`src/rtl/fifo_ptr_pkg.sv`:
```
// Shared definitions for the FIFO pointer controller: incrementer speed codes and occupancy helper.
package fifo_ptr_pkg;

    localparam int unsigned SPEED_SLOW   = 0;
    localparam int unsigned SPEED_MEDIUM = 1;
    localparam int unsigned SPEED_FAST   = 2;

    localparam int unsigned USAGE_W = 32;

    // Occupancy of a pointer pair of width aw+1; pointers wider than USAGE_W are not supported.
    function automatic logic [USAGE_W-1:0] usage_calc(input logic [USAGE_W-1:0] wptr,
                                                      input logic [USAGE_W-1:0] rptr,
                                                      input int unsigned        aw);
        logic [USAGE_W-1:0] mask;
        mask = ((aw + 1) >= USAGE_W) ? '1 : ((USAGE_W'(1) << (aw + 1)) - USAGE_W'(1));
        return (wptr - rptr) & mask;
    endfunction

endpackage

```
`src/rtl/fifo_ptr_ctrl_if.sv`:
```
// Producer/consumer handshake plus RAM address and status bundle of the FIFO pointer controller.
interface fifo_ptr_ctrl_if #(
    parameter int unsigned aw = 4
);
    logic          flush_i;
    logic          push_valid_i;
    logic          push_ready_o;
    logic          pop_valid_o;
    logic          pop_ready_i;
    logic          wr_en_o;
    logic [aw-1:0] wr_addr_o;
    logic [aw-1:0] rd_addr_o;
    logic          full_o;
    logic          empty_o;
    logic          afull_o;
    logic [aw:0]   usage_o;

    // FIFO user side: drives requests, observes status
    modport master (
        output flush_i, push_valid_i, pop_ready_i,
        input  push_ready_o, pop_valid_o, wr_en_o, wr_addr_o, rd_addr_o,
               full_o, empty_o, afull_o, usage_o
    );

    // Controller side
    modport slave (
        input  flush_i, push_valid_i, pop_ready_i,
        output push_ready_o, pop_valid_o, wr_en_o, wr_addr_o, rd_addr_o,
               full_o, empty_o, afull_o, usage_o
    );
endinterface

```
`src/rtl/Inc.sv`:
```
// Incrementer with selectable carry structure: ripple, Brent-Kung or Sklansky prefix.
module Inc
    import fifo_ptr_pkg::*;
#(
    parameter int unsigned width = 4,
    parameter int unsigned speed = SPEED_MEDIUM
) (
    input  logic [width-1:0] a_i,
    output logic [width-1:0] z_o
);
    localparam int W = int'(width);

    // Exclusive AND-prefix seed: bit i carries a[i-1], bit 0 is the +1
    function automatic logic [width-1:0] seed(input logic [width-1:0] a);
        logic [width-1:0] p;
        p[0] = 1'b1;
        for (int i = 1; i < W; i++) p[i] = a[i-1];
        return p;
    endfunction

    function automatic logic [width-1:0] carry_serial(input logic [width-1:0] a);
        logic [width-1:0] p;
        p = seed(a);
        for (int i = 1; i < W; i++) p[i] = p[i] & p[i-1];
        return p;
    endfunction

    function automatic logic [width-1:0] carry_bk(input logic [width-1:0] a);
        logic [width-1:0] p;
        int               top;
        p   = seed(a);
        top = 1;
        for (int d = 1; d < W; d = d * 2) begin
            top = d;
            for (int i = 2 * d - 1; i < W; i = i + 2 * d) p[i] = p[i] & p[i-d];
        end
        for (int d = top; d >= 1; d = d / 2) begin
            for (int i = 3 * d - 1; i < W; i = i + 2 * d) p[i] = p[i] & p[i-d];
        end
        return p;
    endfunction

    function automatic logic [width-1:0] carry_sk(input logic [width-1:0] a);
        logic [width-1:0] p;
        p = seed(a);
        for (int d = 1; d < W; d = d * 2) begin
            for (int i = 0; i < W; i++) begin
                if (((i / d) % 2) == 1) p[i] = p[i] & p[(i / d) * d - 1];
            end
        end
        return p;
    endfunction

    logic [width-1:0] carry;

    // Carry network chosen by the speed parameter
    always_comb begin
        carry = '0;
        case (speed)
            SPEED_MEDIUM: carry = carry_bk(a_i);
            SPEED_FAST:   carry = carry_sk(a_i);
            default:      carry = carry_serial(a_i);
        endcase
    end

    assign z_o = a_i ^ carry;

endmodule

```
`src/rtl/fifo_ptr_reg.sv`:
```
// One wrap-bit pointer: incrementer plus enable register with async and sync clear.
module fifo_ptr_reg
    import fifo_ptr_pkg::*;
#(
    parameter int unsigned aw    = 4,
    parameter int unsigned speed = SPEED_MEDIUM
) (
    input  logic        clk_i,
    input  logic        rst_ni,
    input  logic        clr_i,
    input  logic        en_i,
    output logic [aw:0] ptr_o
);
    localparam int unsigned PTR_W = aw + 1;

    logic [PTR_W-1:0] ptr_q;
    logic [PTR_W-1:0] ptr_d;
    logic [PTR_W-1:0] ptr_inc;

    Inc #(.width(PTR_W), .speed(speed)) u_inc (
        .a_i (ptr_q),
        .z_o (ptr_inc)
    );

    // Next pointer: clear wins over advance
    always_comb begin
        ptr_d = ptr_q;
        if (clr_i) begin
            ptr_d = '0;
        end else if (en_i) begin
            ptr_d = ptr_inc;
        end
    end

    // Pointer register
    always_ff @(posedge clk_i or negedge rst_ni) begin
        if (!rst_ni) begin
            ptr_q <= '0;
        end else begin
            ptr_q <= ptr_d;
        end
    end

    assign ptr_o = ptr_q;

endmodule

```
`src/rtl/fifo_ptr_ctrl.sv`:
```
// Read/write pointer controller for a 2**aw-entry FIFO with external storage.
module fifo_ptr_ctrl
    import fifo_ptr_pkg::*;
#(
    parameter int unsigned aw       = 4,
    parameter int unsigned speed    = SPEED_MEDIUM,
    parameter int unsigned afull_th = (2 ** aw) - 1
) (
    input  logic           clk_i,
    input  logic           rst_ni,
    fifo_ptr_ctrl_if.slave bus
);
    localparam int unsigned PTR_W = aw + 1;

    logic [PTR_W-1:0] wptr;
    logic [PTR_W-1:0] rptr;
    logic [PTR_W-1:0] usage;
    logic             full;
    logic             empty;
    logic             push;
    logic             pop;

    fifo_ptr_reg #(.aw(aw), .speed(speed)) u_wr_ptr (
        .clk_i  (clk_i),
        .rst_ni (rst_ni),
        .clr_i  (bus.flush_i),
        .en_i   (push),
        .ptr_o  (wptr)
    );

    fifo_ptr_reg #(.aw(aw), .speed(speed)) u_rd_ptr (
        .clk_i  (clk_i),
        .rst_ni (rst_ni),
        .clr_i  (bus.flush_i),
        .en_i   (pop),
        .ptr_o  (rptr)
    );

    // Flags and occupancy decoded from the registered pointers; handshakes gated by them
    always_comb begin
        empty = (wptr == rptr);
        full  = (wptr[aw] != rptr[aw]) && (wptr[aw-1:0] == rptr[aw-1:0]);
        usage = PTR_W'(usage_calc(USAGE_W'(wptr), USAGE_W'(rptr), aw));
        push  = bus.push_valid_i & ~full;
        pop   = bus.pop_ready_i & ~empty;
    end

    assign bus.push_ready_o = ~full;
    assign bus.pop_valid_o  = ~empty;
    assign bus.wr_en_o      = push & ~bus.flush_i;
    assign bus.wr_addr_o    = wptr[aw-1:0];
    assign bus.rd_addr_o    = rptr[aw-1:0];
    assign bus.full_o       = full;
    assign bus.empty_o      = empty;
    assign bus.afull_o      = (usage >= PTR_W'(afull_th));
    assign bus.usage_o      = usage;

endmodule
```
`src/flat_wrapper.sv`:
```
// flat-port wrapper written by rule: the top's interface ports become plain ports
module fifo_ptr_ctrl_flat import fifo_ptr_pkg::*;
#(
    parameter int unsigned aw       = 4,
    parameter int unsigned speed    = SPEED_MEDIUM,
    parameter int unsigned afull_th = (2 ** aw) - 1
)
  (clk_i, rst_ni, bus_flush_i, bus_push_valid_i, bus_pop_ready_i, bus_push_ready_o, bus_pop_valid_o, bus_wr_en_o, bus_wr_addr_o, bus_rd_addr_o, bus_full_o, bus_empty_o, bus_afull_o, bus_usage_o);
  fifo_ptr_ctrl_if #(.aw(aw)) bus_i ();
  input  logic clk_i;
  input  logic rst_ni;
  input wire logic [$bits(bus_i.flush_i)-1:0] bus_flush_i;
  input wire logic [$bits(bus_i.push_valid_i)-1:0] bus_push_valid_i;
  input wire logic [$bits(bus_i.pop_ready_i)-1:0] bus_pop_ready_i;
  output wire logic [$bits(bus_i.push_ready_o)-1:0] bus_push_ready_o;
  output wire logic [$bits(bus_i.pop_valid_o)-1:0] bus_pop_valid_o;
  output wire logic [$bits(bus_i.wr_en_o)-1:0] bus_wr_en_o;
  output wire logic [$bits(bus_i.wr_addr_o)-1:0] bus_wr_addr_o;
  output wire logic [$bits(bus_i.rd_addr_o)-1:0] bus_rd_addr_o;
  output wire logic [$bits(bus_i.full_o)-1:0] bus_full_o;
  output wire logic [$bits(bus_i.empty_o)-1:0] bus_empty_o;
  output wire logic [$bits(bus_i.afull_o)-1:0] bus_afull_o;
  output wire logic [$bits(bus_i.usage_o)-1:0] bus_usage_o;
  assign bus_i.flush_i = bus_flush_i;
  assign bus_i.push_valid_i = bus_push_valid_i;
  assign bus_i.pop_ready_i = bus_pop_ready_i;
  assign bus_push_ready_o = bus_i.push_ready_o;
  assign bus_pop_valid_o = bus_i.pop_valid_o;
  assign bus_wr_en_o = bus_i.wr_en_o;
  assign bus_wr_addr_o = bus_i.wr_addr_o;
  assign bus_rd_addr_o = bus_i.rd_addr_o;
  assign bus_full_o = bus_i.full_o;
  assign bus_empty_o = bus_i.empty_o;
  assign bus_afull_o = bus_i.afull_o;
  assign bus_usage_o = bus_i.usage_o;
  fifo_ptr_ctrl #(.aw(aw), .speed(speed), .afull_th(afull_th)) u_core (.clk_i(clk_i), .rst_ni(rst_ni), .bus(bus_i));
endmodule
```
`config.mk`:
```
export PLATFORM = sky130hd
export DESIGN_NAME = fifo_ptr_ctrl_flat
export DESIGN_NICKNAME = d
export VERILOG_FILES = /design/src/rtl/fifo_ptr_pkg.sv /design/src/rtl/fifo_ptr_ctrl_if.sv /design/src/rtl/Inc.sv /design/src/rtl/fifo_ptr_reg.sv /design/src/rtl/fifo_ptr_ctrl.sv /design/src/flat_wrapper.sv
export SDC_FILE = /design/constraint.sdc
export NUM_CORES = 1
export LEC_CHECK = 0
export ABC_AREA = 1
export ABC_CLOCK_PERIOD_IN_PS = 2000
export CAP_MARGIN = 5
export CORE_ASPECT_RATIO = 0.8
export CORE_MARGIN = 5
export CORE_UTILIZATION = 47
export CTS_CLUSTER_SIZE = 12
export DETAILED_ROUTE_END_ITERATION = 16
export GPL_TIMING_DRIVEN = 0
export HOLD_SLACK_MARGIN = 0.03
export PLACE_DENSITY_LB_ADDON = 0.25
export SYNTH_ARGS = -nofsm -noshare
export SYNTH_HDL_FRONTEND = slang
export SYNTH_SLANG_ARGS = --single-unit
```
`constraint.sdc`:
```
create_clock -name clk_i -period 2 [get_ports clk_i]
set_input_delay 0.2 -clock clk_i [delete_from_list [all_inputs] [get_ports clk_i]]
set_output_delay 0.2 -clock clk_i [all_outputs]
set_load 0.02 [all_outputs]
```
==> results.cfg <==
[finish]
final_cell_mix = nand2_1 (28), inv_1 (17), buf_4 (17)
diodes = 0
syn_to_final_growth_pct = 43.9
drive_above_1_share = 0.319
layout.nets = 179
nFillCells = 157
final_common_cell = nand2_1
post-route-util = 0.698

[yosys]
yosys_warnings = 0
synth_top_family_by_area = simple AND/OR/NAND/NOR gates
synth_area_leaders = dfrtp_1 (28%), nand2_1 (13%), ha_1 (11%)
synth.top_cell.area_share = 0.278
synth_xor_area_frac = 0
synth_area_leader_cell = dfrtp_1
syn_area_per_cell_um2 = 7.04
synth_fa_ha_area_frac = 0.133
ys_types = 17
synth_area_um2 = 901
synth_compound_area_frac = 0.0111
yosysSeqAreaShare = 0.278
syn_inst = 128
ys_ff_latch = 10
synthesis.nets = 142
synth-simple-area-share = 0.414
synthMuxAreaShare = 0

[timing]
fin_crit_sh = 1.04
finalHoldViolCount = 0
rsz0062_at_grt = yes
finalClockSkew_ps = 7.13
max_freq_ghz = 0.479
postLayoutSetupSlackWorst_ps = -89.5
setup_tns_ps = -89.5
relSlewSlack = 0.681
fin_crit_ps = 2090
tightest_slew_ps = 476
setup_viol = 1
maxSlewViolCount = 0

[clocking]
clkLatencyLatePin_ps = 260
cts_htree_levels = 1
cts_tree = yes
cts_made_buffers = 3
path_clk_slew_ps = 60
cts_sinks = 10
cts_buffer_depth = 2
cts_root_buf = clkbuf_4

[outcome]
violations = setup timing
outcome = complete, but fails checks

[place]
dp_hpwl_um = 1800
port_buffers = 23
gp_congestion = 0.755

[worst_setup_path]
timing.rr.end = u_core.u_wr_ptr.ptr_o[0]$_DFFE_PN0P_
r2r_slack_ps = 470
startpoint_type = flip-flop
crit_fanout = 2
end_kind = output pin
worstPathRequired_ps = 1800
crit_type = reg2out
r2r_cells = 7
reg2reg_from = u_core.u_wr_ptr.ptr_o[2]$_DFFE_PN0P_
worstPathArrival_ps = 1890

[floorplanning]
num_io_pins = 24
rows = 14
die_area_um2 = 2900
initial_utilization = 0.485
fp.coreArea_um2 = 1860
dieWidth_um = 59.0
die_h_um = 49.2

[global_routing]
antenna_found_initial = 0
grt_util_all_layers = 0.181
grt_pass1_wl_um = 4090
grt_pass1_vias = 879
gr-total-overflow = 0
grt_max_degree = 11

[power]
irDropWorstVdd_mv = 0.455
p_per_area_nw_per_um2 = 594
p_leak_nw = 0.753

[run]
drv_cap = 0

[detailed_routing]
drt_iter0_markers = 46
ant_nets = 0
vias = 979
drcViolationCount = 0
vias_per_cell = 5.24
wirelength_um = 2570
first_pass_iters = 4
wl_per_cell_um = 13.7

[min_path]
min_path_type = in2async
synth_stat cells, drive strengths merged:
master,instances
a21oi,2
and2,1
buf,9
clkbuf,1
dfrtp,10
fa,1
ha,8
inv,21
nand2,37
nand3,15
nand4,10
nor2,12
nor3,1
stage by stage:
stage / hold WS [ps] / setup WS, ps / cells / power, W / instance area (µm²)
after global routing: 300 / -143 / 187 / 0.000820 / 1300
after CTS: 276 / -47.5 / 184 / 0.000749 / 1260
after global placement: 546 / -302 / 175 / 0.000595 / 1160
final: 263 / -89.5 / 187 / 0.000769 / 1300
after floorplan: -95.6 / 135 / 128 / 0.000452 / 901
after detailed placement: 557 / -386 / 175 / 0.000609 / 1160
cells by family (layout without fill, tap and decap cells):
| group | Yosys count | in the layout |
|---|---|---|
| AOI/OAI and AO/OA | 2 | 2 |
| DFF | 10 | 10 |
| and+or+nand+nor | 76 | 76 |
| buffers and inverters | 31 | 66 |
| adders and majority gates | 9 | 9 |
state kept, by name, summed over array words and instances, names as in the netlist:
name,count
u_core.u_rd_ptr.ptr_o,5
u_core.u_wr_ptr.ptr_o,5
critical path, stage by stage, from the launching register on:
cell	delay, ps
dfrtp_1	400
inv_2	90
ha_4	120
inv_2	40
fa_2	540
nand2_2	70
nor2_4	120
nand3_2	80
nand2_2	70
buf_6	110
cell type report:
type                       instances  area [µm²]  area share
multi-input combinational         87         571       0.440
sequential                        10         254       0.196
buffer                            10        68.8      0.0531
timing repair buffer              32         272       0.209
clock buffer                       3        22.5      0.0174
tap                               24        30.0      0.0232
inverter                          21        78.8      0.0608
report_power, final:
part / internal, W / total, W / switching, W / leakage, nW
combinational: 0.000166 / 0.000416 / 0.000251 / 0.606
clock: 0.0000692 / 0.000132 / 0.0000624 / 0.0138
sequential: 0.000212 / 0.000221 / 0.00000987 / 0.133
how the worst max path moves through the flow:
stage | start | end
4_1_cts | u_core.u_wr_ptr.ptr_o[0]$_DFFE_PN0P_ | bus_afull_o
6_report | u_core.u_wr_ptr.ptr_o[0]$_DFFE_PN0P_ | bus_afull_o
3_5_place_dp | u_core.u_wr_ptr.ptr_o[0]$_DFFE_PN0P_ | bus_afull_o
5_1_grt | u_core.u_wr_ptr.ptr_o[0]$_DFFE_PN0P_ | bus_afull_o
3_3_place_gp | u_core.u_wr_ptr.ptr_o[0]$_DFFE_PN0P_ | bus_afull_o
2_1_floorplan | u_core.u_wr_ptr.ptr_o[0]$_DFFE_PN0P_ | bus_afull_o
metal layers:
metal  vias to the layer above  wire length [µm]  GRT usage
li1                        473                 -          -
met1                       459              1060      0.238
met2                        41              1310      0.311
met3                         6               161     0.0503
met4                         0                32          0
met5                         -                 0          0
what timing repair did:
action,CTS,global route
buffers inserted,6,3
pin swaps,4,8
endpoints found under the setup margin,10,10
gates resized for setup,32,20
hold buffers,0,0
Note: power is estimated with default switching activity, not from simulation.
==> edit 1: new RTL, config.mk and constraints unchanged <==
`aw` is set to 4 in 4 places; all go to 6.
--- a/src/rtl/fifo_ptr_ctrl_if.sv
+++ b/src/rtl/fifo_ptr_ctrl_if.sv
@@ -1,6 +1,6 @@
 // Producer/consumer handshake plus RAM address and status bundle of the FIFO pointer controller.
 interface fifo_ptr_ctrl_if #(
-    parameter int unsigned aw = 4
+    parameter int unsigned aw = 6
 );
     logic          flush_i;
     logic          push_valid_i;
--- a/src/rtl/fifo_ptr_reg.sv
+++ b/src/rtl/fifo_ptr_reg.sv
@@ -2,7 +2,7 @@
 module fifo_ptr_reg
     import fifo_ptr_pkg::*;
 #(
-    parameter int unsigned aw    = 4,
+    parameter int unsigned aw    = 6,
     parameter int unsigned speed = SPEED_MEDIUM
 ) (
     input  logic        clk_i,
--- a/src/rtl/fifo_ptr_ctrl.sv
+++ b/src/rtl/fifo_ptr_ctrl.sv
@@ -2,7 +2,7 @@
 module fifo_ptr_ctrl
     import fifo_ptr_pkg::*;
 #(
-    parameter int unsigned aw       = 4,
+    parameter int unsigned aw       = 6,
     parameter int unsigned speed    = SPEED_MEDIUM,
     parameter int unsigned afull_th = (2 ** aw) - 1
 ) (
--- a/src/flat_wrapper.sv
+++ b/src/flat_wrapper.sv
@@ -1,7 +1,7 @@
 // flat-port wrapper written by rule: the top's interface ports become plain ports
 module fifo_ptr_ctrl_flat import fifo_ptr_pkg::*;
 #(
-    parameter int unsigned aw       = 4,
+    parameter int unsigned aw       = 6,
     parameter int unsigned speed    = SPEED_MEDIUM,
     parameter int unsigned afull_th = (2 ** aw) - 1
 )
Ports: changed (resized bus_rd_addr_o, bus_usage_o and bus_wr_addr_o); port bits go from 24 to 30. No check against the original RTL was run, so the function may have changed too.
==> edit 1 against the original RTL <==
- the flow still finishes with violations (negative setup slack)
- cell area is 56% higher
- first-iteration DRC count is 50% higher
- clock skew is 0.0051 ns lower
- fmax is 6.2% lower
- synthesized cell count is 34% higher
- combinational power is 42% higher
- sequential cell count is 4 higher
- critical endpoint unchanged
- worst setup slack worse by 0.14 ns
- total power is 44% higher
- area after synthesis is 43% higher
- critical path depth is 4 higher
- clock power is 64% higher
- largest cell class unchanged
- routed wire length is 54% higher
==> edit 1: results (changes against the original RTL) <==
| Metric | Value |
|---|---|
| Vias | 1434 (was 979) |
| Post-synthesis xor/xnor area fraction | 5.44% (was 0%) |
| Status | finished, violations left (unchanged) |
| Failing checks | negative setup slack (unchanged) |
| Number of global-route vias before repair | 1303 (was 879) |
| Fill count | 197 (was 157) |
| Max stage delay on crit path | 0.40 ns (was 0.54 ns) |
| Clock-pin slew of the registers on the worst-case setup and hold paths | 0.09 ns (was 0.06 ns) |
| Reg area | 354 sq um (was 254 sq um) |
| Crit Reg-Reg Endpoint | u_core.u_wr_ptr.ptr_o[6] (was u_core.u_wr_ptr.ptr_o[0]) |
| Placer Congestion | 0.831 (was 0.755) |
| Slack of the critical path | -0.228 ns (was -0.0895 ns) |
| Total negative setup slack | -0.615 ns (was -0.0895 ns) |
| DP Area | 1610 sq um (was 1160 sq um) |
| Drt total wl | 3.96 mm (was 2.57 mm) |
| P_leak | 1.15 nW (was 0.753 nW) |
| Post-Syn Nets | 190 (was 142) |
| Share of cells above drive strength 1 | 42.3% (was 31.9%) |
| Hold slack | 0.250 ns (was 0.263 ns) |
| DPL Wire Length | 2.39 mm (was 1.80 mm) |
| Drt initial violations | 69 (was 46) |
| Largest cells by area after synthesis | dfrtp_1 27%, ha_1 12%, nand2_1 11%, nand3_1 9.3%, nand4_1 7.3% (was dfrtp_1 28%, nand2_1 13%, ha_1 11%, inv_1 8.8%, nand3_1 8.3%) |
| Post-synthesis compound-gate area fraction | 1.17% (was 1.11%) |
| Reg-to-reg startpoint | u_core.u_wr_ptr.ptr_o[3] (was u_core.u_wr_ptr.ptr_o[2]) |
| Port Buffers | 27 (was 23) |
| Largest net degree at the start of global routing | 15 (was 11) |
| Final setup vio count | 5 (was 1) |
| Sequential share of the synthesized area | 27.2% (was 27.8%) |
| R2R depth | 9 (was 7) |
-- edit 1: changes by cell type after synthesis, sizes merged, moves of 5 or more --
cell | unedited run | this run
buf | 9 | 16
inv | 21 | 26
nand3 | 15 | 26
nand4 | 10 | 15
nor2 | 12 | 7
xor2 | 0 | 7
-- edit 1: routing by layer --
layer	track usage, %	wire, um	share of wire [%]	up-vias
met2	34.0	2020	51	51
met1	26.7	1610	41	697
met3	3.00	260	6.6	6
met5	0	0	0	-
met4	10.5	72	1.8	0
li1	-	-	-	680
-- edit 1: final cells by class --
class | instances | share of cell area (%)
Multi-Input combinational cell | 116 | 41.9
Timing Repair Buffer | 58 | 25.5
Sequential cell | 14 | 17.6
Buffer | 16 | 5.46
Inverter | 26 | 5.46
Tap cell | 38 | 2.36
Clock buffer | 4 | 1.80
-- edit 1: power by group --
part	total, mW	internal, mW	switching, mW
sequential	0.303	0.292	0.0111
clock	0.216	0.111	0.105
combinational	0.590	0.268	0.323
total	1.11	0.671	0.439
==> edit 2: new RTL, same settings <==
Made on the original files. Reset style: synchronous (`rst_ni`), changed in one clocked block. Comments in the files are not updated.
--- a/src/rtl/fifo_ptr_reg.sv
+++ b/src/rtl/fifo_ptr_reg.sv
@@ -33,7 +33,7 @@
     end
 
     // Pointer register
-    always_ff @(posedge clk_i or negedge rst_ni) begin
+    always_ff @(posedge clk_i) begin
         if (!rst_ni) begin
             ptr_q <= '0;
         end else begin
Check against the original RTL: differs if rst_ni is asserted again (counterexample within 4 cycles, from zero or initial values and one cycle with rst_ni low); with rst_ni held inactive, the same outputs for 10 cycles.
==> edit 2 against the original RTL <==
- routed wire length fell by 26%
- sequential cell count did not move
- area after synthesis fell by 11%
- cell area fell by 12%
- sequential share of layout area fell by 0.87 points
- worst setup slack improved by 0.10 ns
- critical path type unchanged
Power is not compared: it rests on default switching activity, and its combinational part moved more than twofold at a synthesized area within 25%.
==> edit 2: results (changes against the original RTL) <==
| Metric | Value |
|---|---|
| Status | completed (was finished, violations left) |
| Skew final | 0.00666 ns (was 0.00713 ns) |
| Max stage delay on crit path | 0.37 ns (was 0.54 ns) |
| Pre-CTS setup slack | -0.227 ns (was -0.386 ns) |
| Reg area | 214 sq um (was 254 sq um) |
| Global-route wire length before repair | 3.06 mm (was 4.09 mm) |
| Crit Reg-Reg Endpoint | u_core.u_rd_ptr.ptr_o[0] (was u_core.u_wr_ptr.ptr_o[0]) |
| Post-Syn Nets | 123 (was 142) |
| Fill count | 127 (was 157) |
| Inverters | 15 (was 21) |
| Top cells by count, synth | 22 x nand2_1, 14 x inv_1, 13 x nand3_1 (was 32 x nand2_1, 21 x inv_1, 15 x nand3_1) |
| Tot GR Track Use | 14.8% (was 18.1%) |
| Worst reg2reg setup slack | 0.51 ns (was 0.47 ns) |
| Cells after Synth | 109 (was 128) |
| Highest clock rate | 504 MHz (was 479 MHz) |
| Clock buf/inv share | 1.97% (was 1.74%) |
| Async SR Flop Fraction | 0% (was 100%) |
| Crit path from | u_core.u_wr_ptr.ptr_o[0] (unchanged) |
| Non-clock buffer share | 24.0% (was 26.3%) |
| Largest cells by area after synthesis | dfxtp_1 25%, ha_1 13%, nand2_1 10%, nand3_1 8.1%, a21oi_1 7.5% (was dfrtp_1 28%, nand2_1 13%, ha_1 11%, inv_1 8.8%, nand3_1 8.3%) |
| Drt initial violations | 14 (was 46) |
| Non-clk bufs | 32 (was 42) |
| Area occupied by multi-input gates | 546 sq um (was 571 sq um) |
| Post-Layout Cell Count | 158 (was 187) |
| Crit path DAT | 1.79 ns (was 1.89 ns) |
| Top_reg_cell synth | dfxtp_1 (was dfrtp_1) |
| Sequential share of the synthesized area | 25.0% (was 27.8%) |
| DPL Wire Length | 1.44 mm (was 1.80 mm) |
| Reg-to-reg startpoint | u_core.u_rd_ptr.ptr_o[1] (was u_core.u_wr_ptr.ptr_o[2]) |
[edit 2: changes by cell type after synthesis, moves of 2 or more]
| cell | delta |
|---|---|
| a21oi_1 | +10 |
| nor2_1 | -7 |
| nand3_1 | -2 |
| dfxtp_1 | +10 |
| xor2_1 | +5 |
| inv_1 | -7 |
| nand2_1 | -10 |
| dfrtp_1 | -10 |
| nand4_1 | -10 |
[edit 2: worst min-delay path: stages (launching register included)]
cell	delay, ns
dfxtp_2	0.34
nand2_1	0.06
a21oi_1	0.05
[edit 2: metal layers]
layer	up-vias	GRT usage, %	share of wire (%)
met4	0	4.27	0
met1	350	17.9	46
met5	-	0	0
met2	20	25.2	49
li1	400	-	-
met3	0	5.77	4.7
[edit 2: per-stage QoR]
| step | hold WS [ns] | utilization (%) |
|---|---|---|
| global placement | 0.485 | 65.0 |
| floorplan | 0.367 | - |
| CTS | 0.492 | 67.2 |
| detailed placement | 0.494 | 65.0 |
| finish | 0.488 | 70.2 |
| global route | 0.520 | 70.2 |
[edit 2: timing repair]
| action | CTS | global route |
|---|---|---|
| pin swaps | 2 | 6 |
| gates resized for setup | 29 | 23 |
| setup endpoints to repair | 10 | 9 |
| buffers inserted | 0 | 1 |
[edit 2: cell families after synthesis]
logic type,share of synthesized area [%]
buf+inv,14.6
flops,25.0
simple gates,31.3
compound gates,7.51
xor+xnor,6.57
fa+ha+maj,15.0
[edit 2: power groups by stage]
stage               logic, mW  clock network, mW  registers, mW
floorplan              0.0445                  0          0.207
global placement       0.0794                  0          0.207
detailed placement     0.0810                  0          0.207
CTS                    0.0776              0.140          0.203
global route           0.0871              0.153          0.202
finish                 0.0805              0.139          0.202
